===== src/rtl/if_pkg.sv =====
// Shared definitions for the instruction fetch stage.
//   NOP_INSTR     : instruction presented when nothing is queued (also IF/ID reset value)
//   PC_STEP       : byte distance between sequential instructions
//   fetch_entry_t : one prefetched instruction word with the PC it was fetched from
package if_pkg;

  localparam logic [31:0] NOP_INSTR = 32'h0;
  localparam logic [31:0] PC_STEP   = 32'd4;

  typedef struct packed {
    logic [31:0] instr;
    logic [31:0] pc;
  } fetch_entry_t;

endpackage


===== src/rtl/if_fetch_unit_queue.sv =====
// fetch_queue: synchronous FIFO of fetch_entry_t used as the fetch prefetch queue.
//   clk, rst  : clock, asynchronous active-high reset (empties the queue)
//   push/data : write data at the tail
//   pop       : advance the head (ignored when empty)
//   flush     : discard all entries; dominates push and pop
//   head      : current head entry (meaningless while count == 0)
//   count     : number of stored entries, 0..DEPTH
module fetch_queue
  import if_pkg::*;
#(
  parameter int unsigned DEPTH = 2
) (
  input  logic                         clk,
  input  logic                         rst,
  input  logic                         push,
  input  fetch_entry_t                 data,
  input  logic                         pop,
  input  logic                         flush,
  output fetch_entry_t                 head,
  output logic [$clog2(DEPTH+1)-1:0]   count
);

  localparam int unsigned PW = (DEPTH > 1) ? $clog2(DEPTH) : 1;
  localparam int unsigned CW = $clog2(DEPTH + 1);
  localparam logic [PW-1:0] LAST = PW'(DEPTH - 1);
  localparam logic [CW-1:0] FULL = CW'(DEPTH);

  fetch_entry_t  mem [DEPTH];
  logic [PW-1:0] rd_ptr;
  logic [PW-1:0] wr_ptr;
  logic          do_pop;
  logic          do_push;

  // A push into a full queue is only accepted when a pop frees a slot in the same cycle.
  always_comb begin
    do_pop  = pop && (count != '0);
    do_push = push && ((count != FULL) || do_pop);
  end

  always_ff @(posedge clk or posedge rst) begin
    if (rst) begin
      rd_ptr <= '0;
      wr_ptr <= '0;
      count  <= '0;
    end else if (flush) begin
      rd_ptr <= '0;
      wr_ptr <= '0;
      count  <= '0;
    end else begin
      if (do_pop)
        rd_ptr <= (rd_ptr == LAST) ? '0 : rd_ptr + 1'b1;
      if (do_push)
        wr_ptr <= (wr_ptr == LAST) ? '0 : wr_ptr + 1'b1;
      case ({do_push, do_pop})
        2'b10:   count <= count + 1'b1;
        2'b01:   count <= count - 1'b1;
        default: count <= count;
      endcase
    end
  end

  // Storage needs no reset: entries are only observed while count says they are valid.
  always_ff @(posedge clk) begin
    if (do_push && !flush)
      mem[wr_ptr] <= data;
  end

  assign head = mem[rd_ptr];

endmodule


===== src/rtl/if_fetch_unit.sv =====
// if_fetch_unit: fetch stage. Owns the PC, reads the instruction ROM (1-cycle
// latency) into a prefetch queue and presents the queue head to IF/ID.
//   clk          : clock, rising edge
//   R            : asynchronous active-high reset
//   LE           : IF/ID load enable; valid && LE consumes the head
//   br_taken     : single-cycle redirect request
//   br_target    : redirect byte address (bits [1:0] ignored)
//   rom_req      : ROM read strobe
//   rom_addr     : ROM byte address (low ROM_AW bits of the fetch PC)
//   rom_data     : ROM word, valid the cycle after rom_req
//   instruction  : queue head instruction, NOP when empty
//   pc_plus_4    : queue head PC + 4, zero when empty
//   valid        : queue non-empty
module if_fetch_unit
  import if_pkg::*;
#(
  parameter logic [31:0] RESET_PC = 32'h0,
  parameter int unsigned QDEPTH   = 2,
  parameter int unsigned ROM_AW   = 8
) (
  input  logic              clk,
  input  logic              R,
  input  logic              LE,
  input  logic              br_taken,
  input  logic [31:0]       br_target,
  output logic              rom_req,
  output logic [ROM_AW-1:0] rom_addr,
  input  logic [31:0]       rom_data,
  output logic [31:0]       instruction,
  output logic [31:0]       pc_plus_4,
  output logic              valid
);

  localparam int unsigned CW = $clog2(QDEPTH + 1);

  logic [31:0]   fetch_pc;
  logic [31:0]   req_pc;
  logic          inflight;
  logic [31:0]   br_addr;
  logic [31:0]   req_addr;
  logic [CW:0]   occupancy;
  logic          pop;
  logic          push;
  logic [CW-1:0] q_count;
  fetch_entry_t  q_head;
  fetch_entry_t  q_in;
  logic          unused_br_lsbs;

  assign unused_br_lsbs = ^br_target[1:0];
  assign br_addr        = {br_target[31:2], 2'b00};

  fetch_queue #(
    .DEPTH (QDEPTH)
  ) u_queue (
    .clk   (clk),
    .rst   (R),
    .push  (push),
    .data  (q_in),
    .pop   (pop),
    .flush (br_taken),
    .head  (q_head),
    .count (q_count)
  );

  // Entries already stored plus the word still in flight, minus the one leaving
  // this cycle, must stay below QDEPTH; this is what makes overflow impossible.
  always_comb begin
    valid     = (q_count != '0);
    pop       = valid && LE;
    push      = inflight && !br_taken;
    q_in      = '{instr: rom_data, pc: req_pc};
    occupancy = {1'b0, q_count} + (CW+1)'(inflight) - (CW+1)'(pop);
    req_addr  = br_taken ? br_addr : fetch_pc;
    rom_req   = !R && (br_taken || (occupancy < (CW+1)'(QDEPTH)));
    rom_addr  = req_addr[ROM_AW-1:0];
  end

  // The queue is cleared asynchronously by R, so these fall to zero with it.
  always_comb begin
    instruction = valid ? q_head.instr : NOP_INSTR;
    pc_plus_4   = valid ? (q_head.pc + PC_STEP) : '0;
  end

  // Clearing inflight on reset drops any word returning for a pre-reset request.
  always_ff @(posedge clk or posedge R) begin
    if (R) begin
      fetch_pc <= RESET_PC;
      req_pc   <= RESET_PC;
      inflight <= 1'b0;
    end else begin
      inflight <= rom_req;
      if (rom_req) begin
        fetch_pc <= req_addr + PC_STEP;
        req_pc   <= req_addr;
      end
    end
  end

endmodule


===== config.mk =====
export PLATFORM = sky130hd
export DESIGN_NAME = if_fetch_unit
export DESIGN_NICKNAME = d
export VERILOG_FILES = /design/src/rtl/if_pkg.sv /design/src/rtl/if_fetch_unit_queue.sv /design/src/rtl/if_fetch_unit.sv
export SDC_FILE = /design/constraint.sdc
export NUM_CORES = 1
export LEC_CHECK = 0
export ABC_AREA = 1
export CORE_MARGIN = 2
export CORE_UTILIZATION = 55
export CTS_BUF_LIST = sky130_fd_sc_hd__clkbuf_8
export DETAILED_ROUTE_END_ITERATION = 10
export PLACE_DENSITY = 0.8
export SKIP_CTS_REPAIR_TIMING = 1
export SYNTH_ARGS = -nofsm -noshare
export SYNTH_HDL_FRONTEND = slang
export SYNTH_SLANG_ARGS = --single-unit

===== constraint.sdc =====
create_clock -name clk -period 4.85 [get_ports clk]
set_clock_uncertainty 0.15 [all_clocks]
set_input_delay 0.97 -clock clk [delete_from_list [all_inputs] [get_ports clk]]
set_output_delay 0.97 -clock clk [all_outputs]
set_load 0.01 [all_outputs]

# Yosys cells after proc, flatten, opt, wreduce, memory -nomap -nowiden
# Memories as Yosys holds them, arrays and structs flattened.
# Cells that the tools add are included.
dict set report word_totals {
  ramBits 128
  in_bits 68
  regBits 69
  out_inout_bits 74
  memories 1
}
dict set report op_classes {
  reduce_logical 14
  add_sub_neg 8
  muxes 13
  n_eq_ne 3
  order_cmp 1
}
# memory depth word_bits rd rd_ports_with_merged_regs write_ports line
set memory_table {}
lappend memory_table {u_queue.mem 2 64 1 0 1 if_fetch_unit_queue.sv:28} ;# fetch_entry_t mem [DEPTH];
# operator count
set op_table {}
lappend op_table {{32-bit two-way mux} 3}
lappend op_table {{32-bit by 3-bit adder with 32-bit output (second input constant)} 2}
lappend op_table {{1-bit two-way mux} 8}
lappend op_table {{1-bit logical AND} 6}
lappend op_table {{2-bit nonzero test} 3}
lappend op_table {{2-bit case mux with 2 select lines} 1}
lappend op_table {{2-bit by 1-bit adder with 3-bit output} 1}
lappend op_table {{3-bit by 2-bit < comparator with 1-bit output (second input constant)} 1}
lappend op_table {{3-bit nonzero test} 1}
lappend op_table {{3-bit by 1-bit subtractor with 3-bit output} 1}
lappend op_table {{1-bit adder (second input constant)} 2}
lappend op_table {{2-bit by 1-bit adder with 2-bit output (second input constant)} 1}
lappend op_table {{2-bit by 1-bit == test with 1-bit output (second input constant)} 1}
lappend op_table {{2-bit == test (second input constant)} 1}
lappend op_table {{1-bit zero test} 2}
lappend op_table {{1-bit logical OR} 2}
lappend op_table {{2-bit two-way mux} 1}
lappend op_table {{2-bit != test (second input constant)} 1}
lappend op_table {{2-bit by 1-bit subtractor with 2-bit output (second input constant)} 1}

# Depth between registers and ports, before layout
# Gate-level depths: netlist of the first run.
dict set report logic_depth {
  word_depth 8
  depth_mapped 15
  mapped_depth_nobuf 14
}

# Hierarchy
# From an unflattened synthesis of the first run, not the netlist that was laid out.
dict set report hier_totals {
  hier_cells 1075
  hier_area_um2 10084.7
}
# mod area_each_um2 n_inst seq_area_each_um2 cells_each
set by_module_without_submodules {}
lappend by_module_without_submodules {if_fetch_unit 5064.9 1 1576.5 838}
lappend by_module_without_submodules {fetch_queue 5019.8 1 3943.8 237}

# Worst setup path after synthesis of the first run
# Ideal clock, no wire load.
dict set report synth_timing {
  kind {input port to flip-flop}
  from {input port br_taken}
  to {memory u_queue.mem[0][0] in the netlist's numbering, enable pin}
  setup_time_ns 0.486
  stages 7
  slack_ns -0.076
  required_ns 4.214
  arrival_time_ns 4.290
  cell_sequence {buf_6 > inv_4 > buf_8 > buf_12 > buf_6 > nand2_1 > nor2_1}
}
dict set report synth_via {
  elab_chain_len 6
}
# element line
set synth_rtl {}
lappend synth_rtl {{start: declaration} if_fetch_unit.sv:24} ;# input logic br_taken,
lappend synth_rtl {{1-bit zero test *} {if_fetch_unit_queue.sv:64, if_fetch_unit.sv:70}}
lappend synth_rtl {{1-bit logical AND} if_fetch_unit.sv:70} ;# push = inflight && !br_taken;
lappend synth_rtl {{1-bit logical AND} if_fetch_unit_queue.sv:37} ;# do_push = push && ((count != FULL) || do_pop);
lappend synth_rtl {{1-bit logical AND *} if_fetch_unit_queue.sv:64} ;# if (do_push && !flush)
lappend synth_rtl {{1-bit two-way mux *} if_fetch_unit_queue.sv:64}
lappend synth_rtl {{1-bit two-way mux (implied by the code) *} if_fetch_unit_queue.sv:65} ;# mem[wr_ptr] <= data;
lappend synth_rtl {{end: declaration} if_fetch_unit_queue.sv:28}
# Mark *: on every way between the ends. The rest lies on a longest branch, timed or not.

# Final worst setup path of the first run
dict set report layout_timing {
  from {register u_queue.rd_ptr}
  to {output port pc_plus_4[16]}
}
dict set report layout_via {
  elab_chain_len 3
}
# element line
set layout_rtl {}
lappend layout_rtl {{start: declaration} if_fetch_unit_queue.sv:29} ;# logic [PW-1:0] rd_ptr;
lappend layout_rtl {{start signal: assignment} if_fetch_unit_queue.sv:51} ;# rd_ptr <= (rd_ptr == LAST) ? '0 : rd_ptr + 1'b1;
lappend layout_rtl {{memory 2 x 64 bit} n/a}
lappend layout_rtl {{32-bit by 3-bit adder with 32-bit output} if_fetch_unit.sv:81} ;# pc_plus_4 = valid ? (q_head.pc + PC_STEP) : '0;
lappend layout_rtl {{32-bit two-way mux} if_fetch_unit.sv:81}
lappend layout_rtl {{end: declaration} if_fetch_unit.sv:30} ;# output logic [31:0] pc_plus_4,
# Every way passes these cells.

==> results of run 1 <==
-- critical path, delay by kind of cell (launching register included) --
kind                       cells  cell delay (ns)
buffers and inverters          3             1.12
and+or+nand+nor                6             0.95
AOI/OAI and AO/OA              1             0.17
DFF                            1             0.41
adders and majority gates      1             0.32
-- worst max-delay path by stage --
stage	from	endpoint	slack, ns	depth (start not counted)
final	u_queue.rd_ptr$_DFFE_PP0P_	pc_plus_4[16]	0.28	11
after global routing	u_queue.rd_ptr$_DFFE_PP0P_	pc_plus_4[24]	0.04	13
after CTS	u_queue.rd_ptr$_DFFE_PP0P_	pc_plus_4[27]	0.19	13
after detailed placement	LE	rom_req	0.32	10
after global placement	LE	rom_req	0.30	10
after floorplan	R	rom_req	0.40	4
-- power groups by stage --
| stage | Sequential (mW) | Clock [mW] | Combinational [mW] |
|---|---|---|---|
| after CTS | 2.56 | 1.08 | 2.63 |
| final | 2.56 | 1.05 | 2.63 |
| after detailed placement | 2.59 | 0 | 2.63 |
| after global routing | 2.62 | 1.13 | 2.93 |
| after floorplan | 2.52 | 0 | 1.68 |
| after global placement | 2.56 | 0 | 2.56 |
-- state kept, by name (all words and copies together), names as in the netlist --
signal          flops
u_queue.wr_ptr      1
fetch_pc           32
u_queue.count       2
inflight            1
u_queue.rd_ptr      1
u_queue.mem       128
req_pc             30
-- layer usage --
metal / vias to the layer above / track usage, %
met1: 3710 / 34.2
met2: 263 / 37.6
met4: 0 / 8.45
met5: - / 0
met3: 41 / 4.63
li1: 4113 / -
-- area by class of cell --
class | count | area (um2) | share of cell area [%]
sequential | 195 | 5520 | 46.4
multi-input combinational | 842 | 3770 | 31.6
timing repair buffer | 151 | 1510 | 12.7
inverter | 109 | 417 | 3.50
tap | 229 | 287 | 2.41
clock buffer | 17 | 234 | 1.96
clock inverter | 15 | 170 | 1.43
-- kinds of logic after synthesis --
| kind of cell | Yosys count |
|---|---|
| simple gates | 704 |
| compound gates | 127 |
| fa+ha+maj | 4 |
| buf+inv | 162 |
| flops | 195 |
| xor+xnor | 6 |
| mux | 1 |
-- through the flow --
step           total power [mW]  hold WS [ns]  utilization (%)  instances
2_1_floorplan              4.19         0.292                -       1199
3_3_place_gp               5.13         0.299             64.0       1526
3_5_place_dp               5.22         0.307             64.0       1526
4_1_cts                    6.27         0.328             66.3       1558
5_1_grt                    6.68         0.348             66.3       1558
6_report                   6.24         0.328             66.3       1558
-- layout by cell type (no fill, tap or decap), types with 13 or more instances in the layout --
| cell | netlist | layout |
|---|---|---|
| nand4_1 | 13 | 13 |
| nor2_1 | 156 | 153 |
| inv_1 | 105 | 104 |
| o21ai_0 | 31 | 31 |
| edfxtp_1 | 128 | 128 |
| clkdlybuf4s50_1 | 0 | 138 |
| nand3_1 | 71 | 71 |
| a21oi_1 | 52 | 52 |
| clkbuf_8 | 0 | 17 |
| nand2_2 | 15 | 15 |
| dfrtp_1 | 67 | 66 |
| nand2_1 | 422 | 422 |
| o21ai_1 | 20 | 20 |
==> metrics.csv, run 1 <==
metric,value,unit
status,completed,
cts_num_sinks,195,
reg2reg_to,fetch_pc[27]$_DFFE_PP0P_,
start_util,55.9,%
min_period,4.57,ns
worstPathCellList,buf_4 -> nand2_1 -> nand2_1 -> ha_1 -> nand2_1 -> nor2_2 -> inv_1 -> nor2_2 -> nand3_1 -> a21oi_1 -> clkdlybuf4s50_1,
avgSynthCellArea,8.37,um2
critPathCaptureType,primary output,
portBuffers,139,
timing.final.hold_violations,0,
synth-compound-area-share,6.93,%
die_area,0.0194,mm2
yosys-mux-area-fraction,0.0997,%
setup_viol,0,
drc,0,
routed-wl-met3,1200,um
dp_hpwl,16200,um
crit_path_frequent_cell,nand2_1,
synth_edf_count,128,
cts_buffer_depth,2,
finalInstanceArea,0.0119,mm2
cts_inserted_buffers,17,
fill_cells,1484,
grt.total_usage,24.1,%
ys_seq_area_share,55.0,%
layout.nets,1388,
synth_common_cells,"nand2_1, nor2_1, edfxtp_1",
topRoutingLayerUsed,met4,
grt_pass1_wl,37400,um
synth_ff_type,edfxtp_1,
timing.final.crit_share,94.2,%
worst-r2r-setup-slack,1.39,ns
synth.most_common_cell,nand2_1,
min_to,u_queue.mem[0][10]$_DFFE_PP_,
p_switching,2.51,mW
io_pins,142,
cp_max_fo,44,
worst-setup-path-type,reg -> out,
rr_worst_depth,14,
wl_met1,10300,um
vias,8127,
syn_nets,1271,
wl_met2,10700,um
die_h,139,um
synth_top_family_by_area,simple AND/OR/NAND/NOR gates,
synth_area,0.0100,mm2
post-place-ws,0.319,ns
hp-class,reg -> reg,
ys_types,39,
min_path_cells,0,
reg2reg_from,u_queue.count[1]$_DFFE_PP0P_,
fin_tns_setup,0,ns
area_growth,18.6,%
synthTopCellsByArea,"edfxtp_1, dfrtp_1, nand2_1, nor2_1, inv_1",
cpPeakStageDelay,0.56,ns
start_kind,register,
grt_pass1_vias,7429,
worst_ep_arrival_time,3.45,ns
cts_tree,built,
worst_slack,0.279,ns
path_clk_slew,0.11,ns
relSlewSlack,41.8,%
fmax,0.219,GHz
drt-pass1-iter-count,5,
via_per_inst,5.22,
h-tree-depth,4,
diodes,0,
rows,49,
maxCapViolations,0,
grt-ovfl-total,0,
yosys.area.top_type,edfxtp_1,
rsz0062_at_grt,no,
place_congestion,0.930,
finalMaxSlewViolations,0,
worstHoldStart,req_pc[10]$_DFFE_PP0P_,
finalWirelength,22700,um
asyncSetResetFlopFracSynth,34.4,%
synth_fa_ha_area_share,0.573,%
pwr-share-seq,41.1,%
core_area,0.0180,mm2
drive_above_1_share,7.45,%
synth-xor-area-share,0.523,%
antenna_found_initial,0,
grt_max_degree,74,
p_leak,4.96,nW
drt_iter0_markers,687,
synth_top_cell_area_share,38.3,%
insertion_delay,0.49,ns
power_density,524,mW/mm2
irDropWorstVdd,279,uV
worst_pin_slew,0.872,ns
root_buffer,clkbuf_8,
slowest_stage,clkdlybuf4s50_1,
switching_share,40.2,%
ys_seq_elements,195,
syn_inst,1199,
power_frac_comb,42.1,%
die_w,139,um
synth-warning-count,0,
p_int,3.73,mW
clkPwrFrac,16.8,%
wire_per_inst,14.6,um
cp_data_required_time,3.73,ns
drtAntennaViolNets,0,
synth-simple-area-share,29.2,%
dpl_cell_area,0.0115,mm2
(Power assumes the default switching activity.)
==> run 2, diff against run 1 <==
- CORE_MARGIN: 2 -> not set
==> metrics.csv, run 2 (synthesis gave the netlist of run 1 again) <==
metric,value,unit,change
drtAntennaViolNets,0,,unchanged
drc,0,,unchanged
p_leak,4.98,nW,was 4.96 nW
io_pins,142,,unchanged
hp-class,reg -> reg,,unchanged
h-tree-depth,4,,unchanged
cts_inserted_buffers,17,,unchanged
reg_top3,"u_queue.mem: 128 flops, fetch_pc: 32 flops, req_pc: 30 flops",,unchanged
multi_input_area,0.00377,mm2,unchanged
grt-ovfl-total,0,,unchanged
irDropWorstVdd,258,uV,was 279 uV
rsz0062_at_grt,no,,unchanged
dp_hpwl,16000,um,"was 16,200 um"
start_util,56.1,%,was 55.9%
critPathCaptureType,primary output,,unchanged
relSlewSlack,42.5,%,was 41.8%
grt.total_usage,24.9,%,was 24.1%
drt-pass1-iter-count,7,,was 5
diodes,0,,unchanged
die_w,137,um,was 139 um
path_clk_slew,0.11,ns,about the same
fmax,0.214,GHz,was 0.219 GHz
status,completed,,unchanged
finalMaxSlewViolations,0,,unchanged
area_growth,19.0,%,was 18.6%
switching_share,39.6,%,was 40.2%
regArea,0.00552,mm2,unchanged
timing.final.crit_share,96.2,%,was 94.2%
portBuffers,139,,unchanged
pwr-share-seq,40.8,%,was 41.1%
worst_slack,0.186,ns,was 0.279 ns
vias,8054,,"was 8,127"
grt_pass1_vias,7305,,"was 7,429"
antenna_found_initial,0,,unchanged
die_area,0.0188,mm2,was 0.0194 mm2
worst_pin_slew,0.863,ns,was 0.872 ns
layout.nets,1390,,"was 1,388"
p_switching,2.49,mW,was 2.51 mW
via_per_inst,5.16,,was 5.22
worst_ep_arrival_time,3.54,ns,was 3.45 ns
p_int,3.79,mW,was 3.73 mW
die_h,137,um,was 139 um
drive_above_1_share,7.59,%,was 7.45%
timing.final.hold_violations,0,,unchanged
power_density,526,mW/mm2,was 524 mW/mm2
layout_common_cells,"nand2_1, nor2_1, clkdlybuf4s50_1, edfxtp_1, inv_1",,unchanged
drt_iter0_markers,633,,was 687
insertion_delay,0.48,ns,was 0.49 ns
grt_pass1_wl,35700,um,"was 37,400 um"
post-place-ws,0.203,ns,was 0.319 ns
grt_max_degree,70,,was 74
regMostFlops,u_queue.mem,,unchanged
fill_cells,1443,,"was 1,484"
cts_tree,built,,unchanged
maxCapViolations,0,,unchanged
cts_num_sinks,195,,unchanged
place_congestion,0.887,,was 0.930
root_buffer,clkbuf_8,,unchanged
finalWirelength,22200,um,"was 22,700 um"
largest_reg_flops,128,,unchanged
cp_max_fo,5,,was 44
setup_viol,0,,unchanged
cp_data_required_time,3.73,ns,about the same
core_area,0.0179,mm2,was 0.0180 mm2
min_period,4.66,ns,was 4.57 ns
layout_commonest_cell,nand2_1,,unchanged
worst-setup-path-type,in -> out,,was reg -> out
power_frac_comb,41.9,%,was 42.1%
rows,49,,unchanged
clkPwrFrac,17.3,%,was 16.8%
wire_per_inst,14.2,um,was 14.6 um
start_kind,input pin,,was register
fin_tns_setup,0,ns,unchanged
cts_buffer_depth,2,,unchanged
## run 2: per-layer routing
layer / GRT usage, % / wire (um) / up-vias
met5: 0 / 0 / -
met4: 8.30 / 404 / 0
met3: 4.52 / 1270 / 34
met2: 41.0 / 10600 / 264
met1: 33.3 / 9880 / 3646
li1: - / - / 4110
## run 2: power by group through the flow
stage	Clock [mW]	Combinational [mW]	Sequential, mW
3_3_place_gp	0	2.56	2.56
4_1_cts	1.11	2.63	2.56
3_5_place_dp	0	2.63	2.60
2_1_floorplan	0	1.68	2.52
6_report	1.09	2.63	2.56
5_1_grt	1.15	2.93	2.62
## run 2: worst paths after layout
kind | cells after the start | slack, ns | end | from
setup reg to reg | 14 | 1.26 | fetch_pc[22]$_DFFE_PP0P_ | u_queue.count[1]$_DFFE_PP0P_
max in group asynchronous | 3 | 2.95 | u_queue.rd_ptr$_DFFE_PP0P_ | R
hold reg to reg | 0 | 0.33 | u_queue.mem[1][17]$_DFFE_PP_ | req_pc[17]$_DFFE_PP0P_
hold / removal | 0 | 0.33 | u_queue.mem[1][17]$_DFFE_PP_ | req_pc[17]$_DFFE_PP0P_
min in group asynchronous | 3 | 1.02 | u_queue.wr_ptr$_DFFE_PP0P_ | R
setup / recovery | 10 | 0.19 | rom_req | LE
## run 2: final cells by class
cell class / count / share of cell area (%)
Timing Repair Buffer: 153 / 12.8
Tap cell: 229 / 2.40
Clock buffer: 17 / 1.96
Sequential cell: 195 / 46.2
Inverter: 109 / 3.47
Multi-Input combinational cell: 842 / 31.5
Clock inverter: 15 / 1.64
## run 2: critical path: stages
cell,delay (ns)
clkdlybuf4s50_1,0.46
inv_1,0.06
nor2_1,0.22
ha_1,0.28
inv_1,0.05
nand2_1,0.05
fa_1,0.48
nand3_1,0.24
nand2_2,0.18
clkdlybuf4s50_1,0.55
## run 2: metrics by stage
stage | hold slack [ns] | area (um2) | utilization (%) | power (mW) | instances
final | 0.326 | 11900 | 66.7 | 6.28 | 1560
after CTS | 0.325 | 11900 | 66.7 | 6.31 | 1560
after floorplan | 0.292 | 10000 | - | 4.19 | 1199
after global placement | 0.301 | 11500 | 64.3 | 5.13 | 1528
after global routing | 0.334 | 11900 | 66.7 | 6.70 | 1560
after detailed placement | 0.304 | 11500 | 64.3 | 5.22 | 1528
==> run 3, diff against run 2 <==
- ABC_AREA: 1 -> not set
- PLACE_DENSITY: 0.8 -> 0.81
- REMOVE_ABC_BUFFERS: not set -> 1
==> metrics.csv, run 3 <==
metric,value,unit,change
p_switching,1.22,mW,was 2.49 mW
vias,7029,,"was 8,054"
synth_common_cells,"edfxtp_1, nand2_1, nor2_1",,"was nand2_1, nor2_1, edfxtp_1"
cp_max_fo,23,,was 5
worst-r2r-setup-slack,1.11,ns,was 1.26 ns
timing.final.crit_share,93.9,%,was 96.2%
area_growth,20.7,%,was 19.0%
grt_pass1_wl,31600,um,"was 35,700 um"
finalMaxSlewViolations,0,,unchanged
crit_family,simple AND/OR/NAND/NOR gates,,was buffers and inverters
slowest_stage,dfrtp_4,,was clkdlybuf4s50_1
drt-pass1-iter-count,5,,was 7
synth_top_cell_area_share,39.4,%,was 38.3%
start_kind,register,,was input pin
power_density,353,mW/mm2,was 526 mW/mm2
ys_seq_elements,195,,unchanged
core_area,0.0173,mm2,was 0.0179 mm2
grt.total_usage,22.2,%,was 24.9%
relSlewSlack,53.4,%,was 42.5%
h-tree-depth,4,,unchanged
irDropWorstVdd,193,uV,was 258 uV
layout_commonest_cell,clkdlybuf4s50_1,,was nand2_1
io_pins,142,,unchanged
die_h,135,um,was 137 um
synth_area,0.00975,mm2,was 0.0100 mm2
asyncSetResetFlopFracSynth,34.4,%,unchanged
switching_share,29.3,%,was 39.6%
die_w,135,um,was 137 um
rsz0062_at_grt,no,,unchanged
crit_buf_inv,1,,was 4
dp_hpwl,13800,um,"was 16,000 um"
dpl_cell_area,0.0113,mm2,was 0.0115 mm2
syn_inst,872,,"was 1,199"
synth-warning-count,0,,unchanged
status,completed,,unchanged
rows,48,,was 49
min_period,4.55,ns,was 4.66 ns
insertion_delay,0.46,ns,was 0.48 ns
layout.nets,1065,,"was 1,390"
root_buffer,clkbuf_8,,unchanged
worstPathCellList,nand3b_1 -> a22oi_1 -> nand3_2 -> nor4_1 -> xor2_1 -> nor2_1 -> clkdlybuf4s50_1,,was clkdlybuf4s50_1 -> inv_1 -> nor2_1 -> ha_1 -> inv_1 -> nand2_1 -> fa_1 -> nand3_1 -> nand2_2 -> clkdlybuf4s50_1
timing.final.hold_violations,0,,unchanged
hp-class,reg -> reg,,unchanged
synthTopCellsByArea,"edfxtp_1, dfrtp_1, mux2i_1, nand2_1, nor2_1",,"was edfxtp_1, dfrtp_1, nand2_1, nor2_1, inv_1"
layout_common_cells,"clkdlybuf4s50_1, edfxtp_1, nand2_1, nor2_1, mux2i_1",,"was nand2_1, nor2_1, clkdlybuf4s50_1, edfxtp_1, inv_1"
power_frac_comb,21.9,%,was 41.9%
largest_reg_flops,128,,unchanged
drt_iter0_markers,377,,was 633
via_per_inst,5.71,,was 5.16
drtAntennaViolNets,0,,unchanged
drc,0,,unchanged
fmax,0.220,GHz,was 0.214 GHz
grt_max_degree,101,,was 70
avgSynthCellArea,11.2,um2,was 8.37 um2
synth_ff_type,edfxtp_1,,unchanged
cpPeakStageDelay,0.61,ns,was 0.55 ns
critPathCaptureType,primary output,,unchanged
die_area,0.0183,mm2,was 0.0188 mm2
place_congestion,0.849,,was 0.887
fill_cells,1309,,"was 1,443"
worst-setup-path-type,reg -> out,,was in -> out
finalInstanceArea,0.0118,mm2,was 0.0119 mm2
regArea,0.00552,mm2,about the same
wire_per_inst,16.5,um,was 14.2 um
yosys.area.top_type,edfxtp_1,,unchanged
place_inst,1198,,"was 1,528"
worst_ep_arrival_time,3.43,ns,was 3.54 ns
clkPwrFrac,24.6,%,was 17.3%
cts_num_sinks,195,,unchanged
ys_seq_area_share,56.6,%,was 55.0%
finalPower,4.15,mW,was 6.28 mW
cts_tree,built,,unchanged
cts_inserted_buffers,17,,unchanged
path_clk_slew,0.09,ns,was 0.11 ns
grt-ovfl-total,0,,unchanged
synth.most_common_cell,edfxtp_1,,was nand2_1
start_util,56.4,%,was 56.1%
drive_above_1_share,7.46,%,was 7.59%
p_int,2.94,mW,was 3.79 mW
finalWirelength,20300,um,"was 22,200 um"
post-route-util,68.1,%,was 66.7%
finalNonFillerCells,1231,,"was 1,560"
grt_pass1_vias,6406,,"was 7,305"
multi_input_area,0.00398,mm2,was 0.00377 mm2
worst_pin_slew,0.691,ns,was 0.863 ns
maxCapViolations,0,,unchanged
portBuffers,139,,unchanged
p_leak,4.22,nW,was 4.98 nW
pwr-share-seq,53.5,%,was 40.8%
setup_viol,0,,unchanged
ys_types,60,,was 39
antenna_found_initial,0,,unchanged
synth_edf_count,128,,unchanged
diodes,0,,unchanged
regMostFlops,u_queue.mem,,unchanged
cp_data_required_time,3.73,ns,about the same
reg_top3,"u_queue.mem: 128 flops, fetch_pc: 32 flops, req_pc: 30 flops",,unchanged
cts_buffer_depth,2,,unchanged
[run 3: cell count changes after synthesis, sizes merged, moves of 20 or more]
| cell | delta |
|---|---|
| nand2 | -349 |
| inv | -95 |
| mux2i | +83 |
| nor2 | -83 |
| nand3 | -33 |
| xor2 | +27 |
| a21oi | -20 |
| clkbuf | +20 |
[run 3: power groups by stage]
stage / Sequential, mW / Clock (mW) / Combinational [mW]
2_1_floorplan: 2.22 / 0 / 0.535
3_3_place_gp: 2.24 / 0 / 0.875
3_5_place_dp: 2.26 / 0 / 0.899
4_1_cts: 2.22 / 1.04 / 0.904
5_1_grt: 2.25 / 1.11 / 1.01
6_report: 2.22 / 1.02 / 0.911
[run 3: metal layers]
metal	global-route usage [%]	vias to the layer above	share of wire (%)
li1	-	3405	-
met1	30.6	3403	45
met2	36.4	197	49
met3	3.11	24	4.8
met4	7.05	0	1.3
met5	0	-	0
[run 3: area by class of cell]
class | instances | area share [%]
Tap cell | 225 | 2.39
Inverter | 13 | 0.414
Multi-Input combinational cell | 610 | 33.8
Clock inverter | 14 | 1.17
Clock buffer | 18 | 2.10
Timing Repair Buffer | 156 | 13.2
Sequential cell | 195 | 46.9
[run 3: cells by family after synthesis]
logic type	share of synthesized area, %
adders and majority gates	0.590
buffers and inverters	3.13
DFF	56.6
AOI/OAI and AO/OA	9.13
xor gates and xnor gates	4.67
and+or+nand+nor	16.2
muxes	9.66
[run 3: metrics by stage]
step	setup TNS, ns	setup WS [ns]	hold WS (ns)
floorplan	-277.77	-1.90	0.292
global placement	0	0.0741	0.299
detailed placement	0	0.0257	0.306
CTS	-0.0864	-0.0397	0.322
global route	0	0.0404	0.341
finish	0	0.298	0.320
[run 3: path summary, 6_finish.rpt]
| check | cells after the start | endpoint | startpoint |
|---|---|---|---|
| max | 7 | pc_plus_4[20] | u_queue.rd_ptr$_DFFE_PP0P_ |
| max reg2reg | 13 | fetch_pc[26]$_DFFE_PP0P_ | u_queue.count[1]$_DFFE_PP0P_ |
| min | 0 | u_queue.mem[1][30]$_DFFE_PP_ | req_pc[30]$_DFFE_PP0P_ |
| min reg2reg | 0 | u_queue.mem[1][30]$_DFFE_PP_ | req_pc[30]$_DFFE_PP0P_ |
| max in group asynchronous | 3 | u_queue.rd_ptr$_DFFE_PP0P_ | R |
| min in group asynchronous | 2 | fetch_pc[15]$_DFFE_PP0P_ | R |
[run 3: worst register-to-register path: cells and delay by family (launching register included)]
| kind | cells | cell delay [ns] |
|---|---|---|
| adder cells (fa/ha/maj) | 2 | 0.67 |
| AND/OR/NAND/NOR | 5 | 1.44 |
| buffers and inverters | 2 | 0.33 |
| flip-flops | 1 | 0.50 |
| AO/OA/AOI/OAI | 3 | 0.45 |
| XOR/XNOR | 1 | 0.15 |
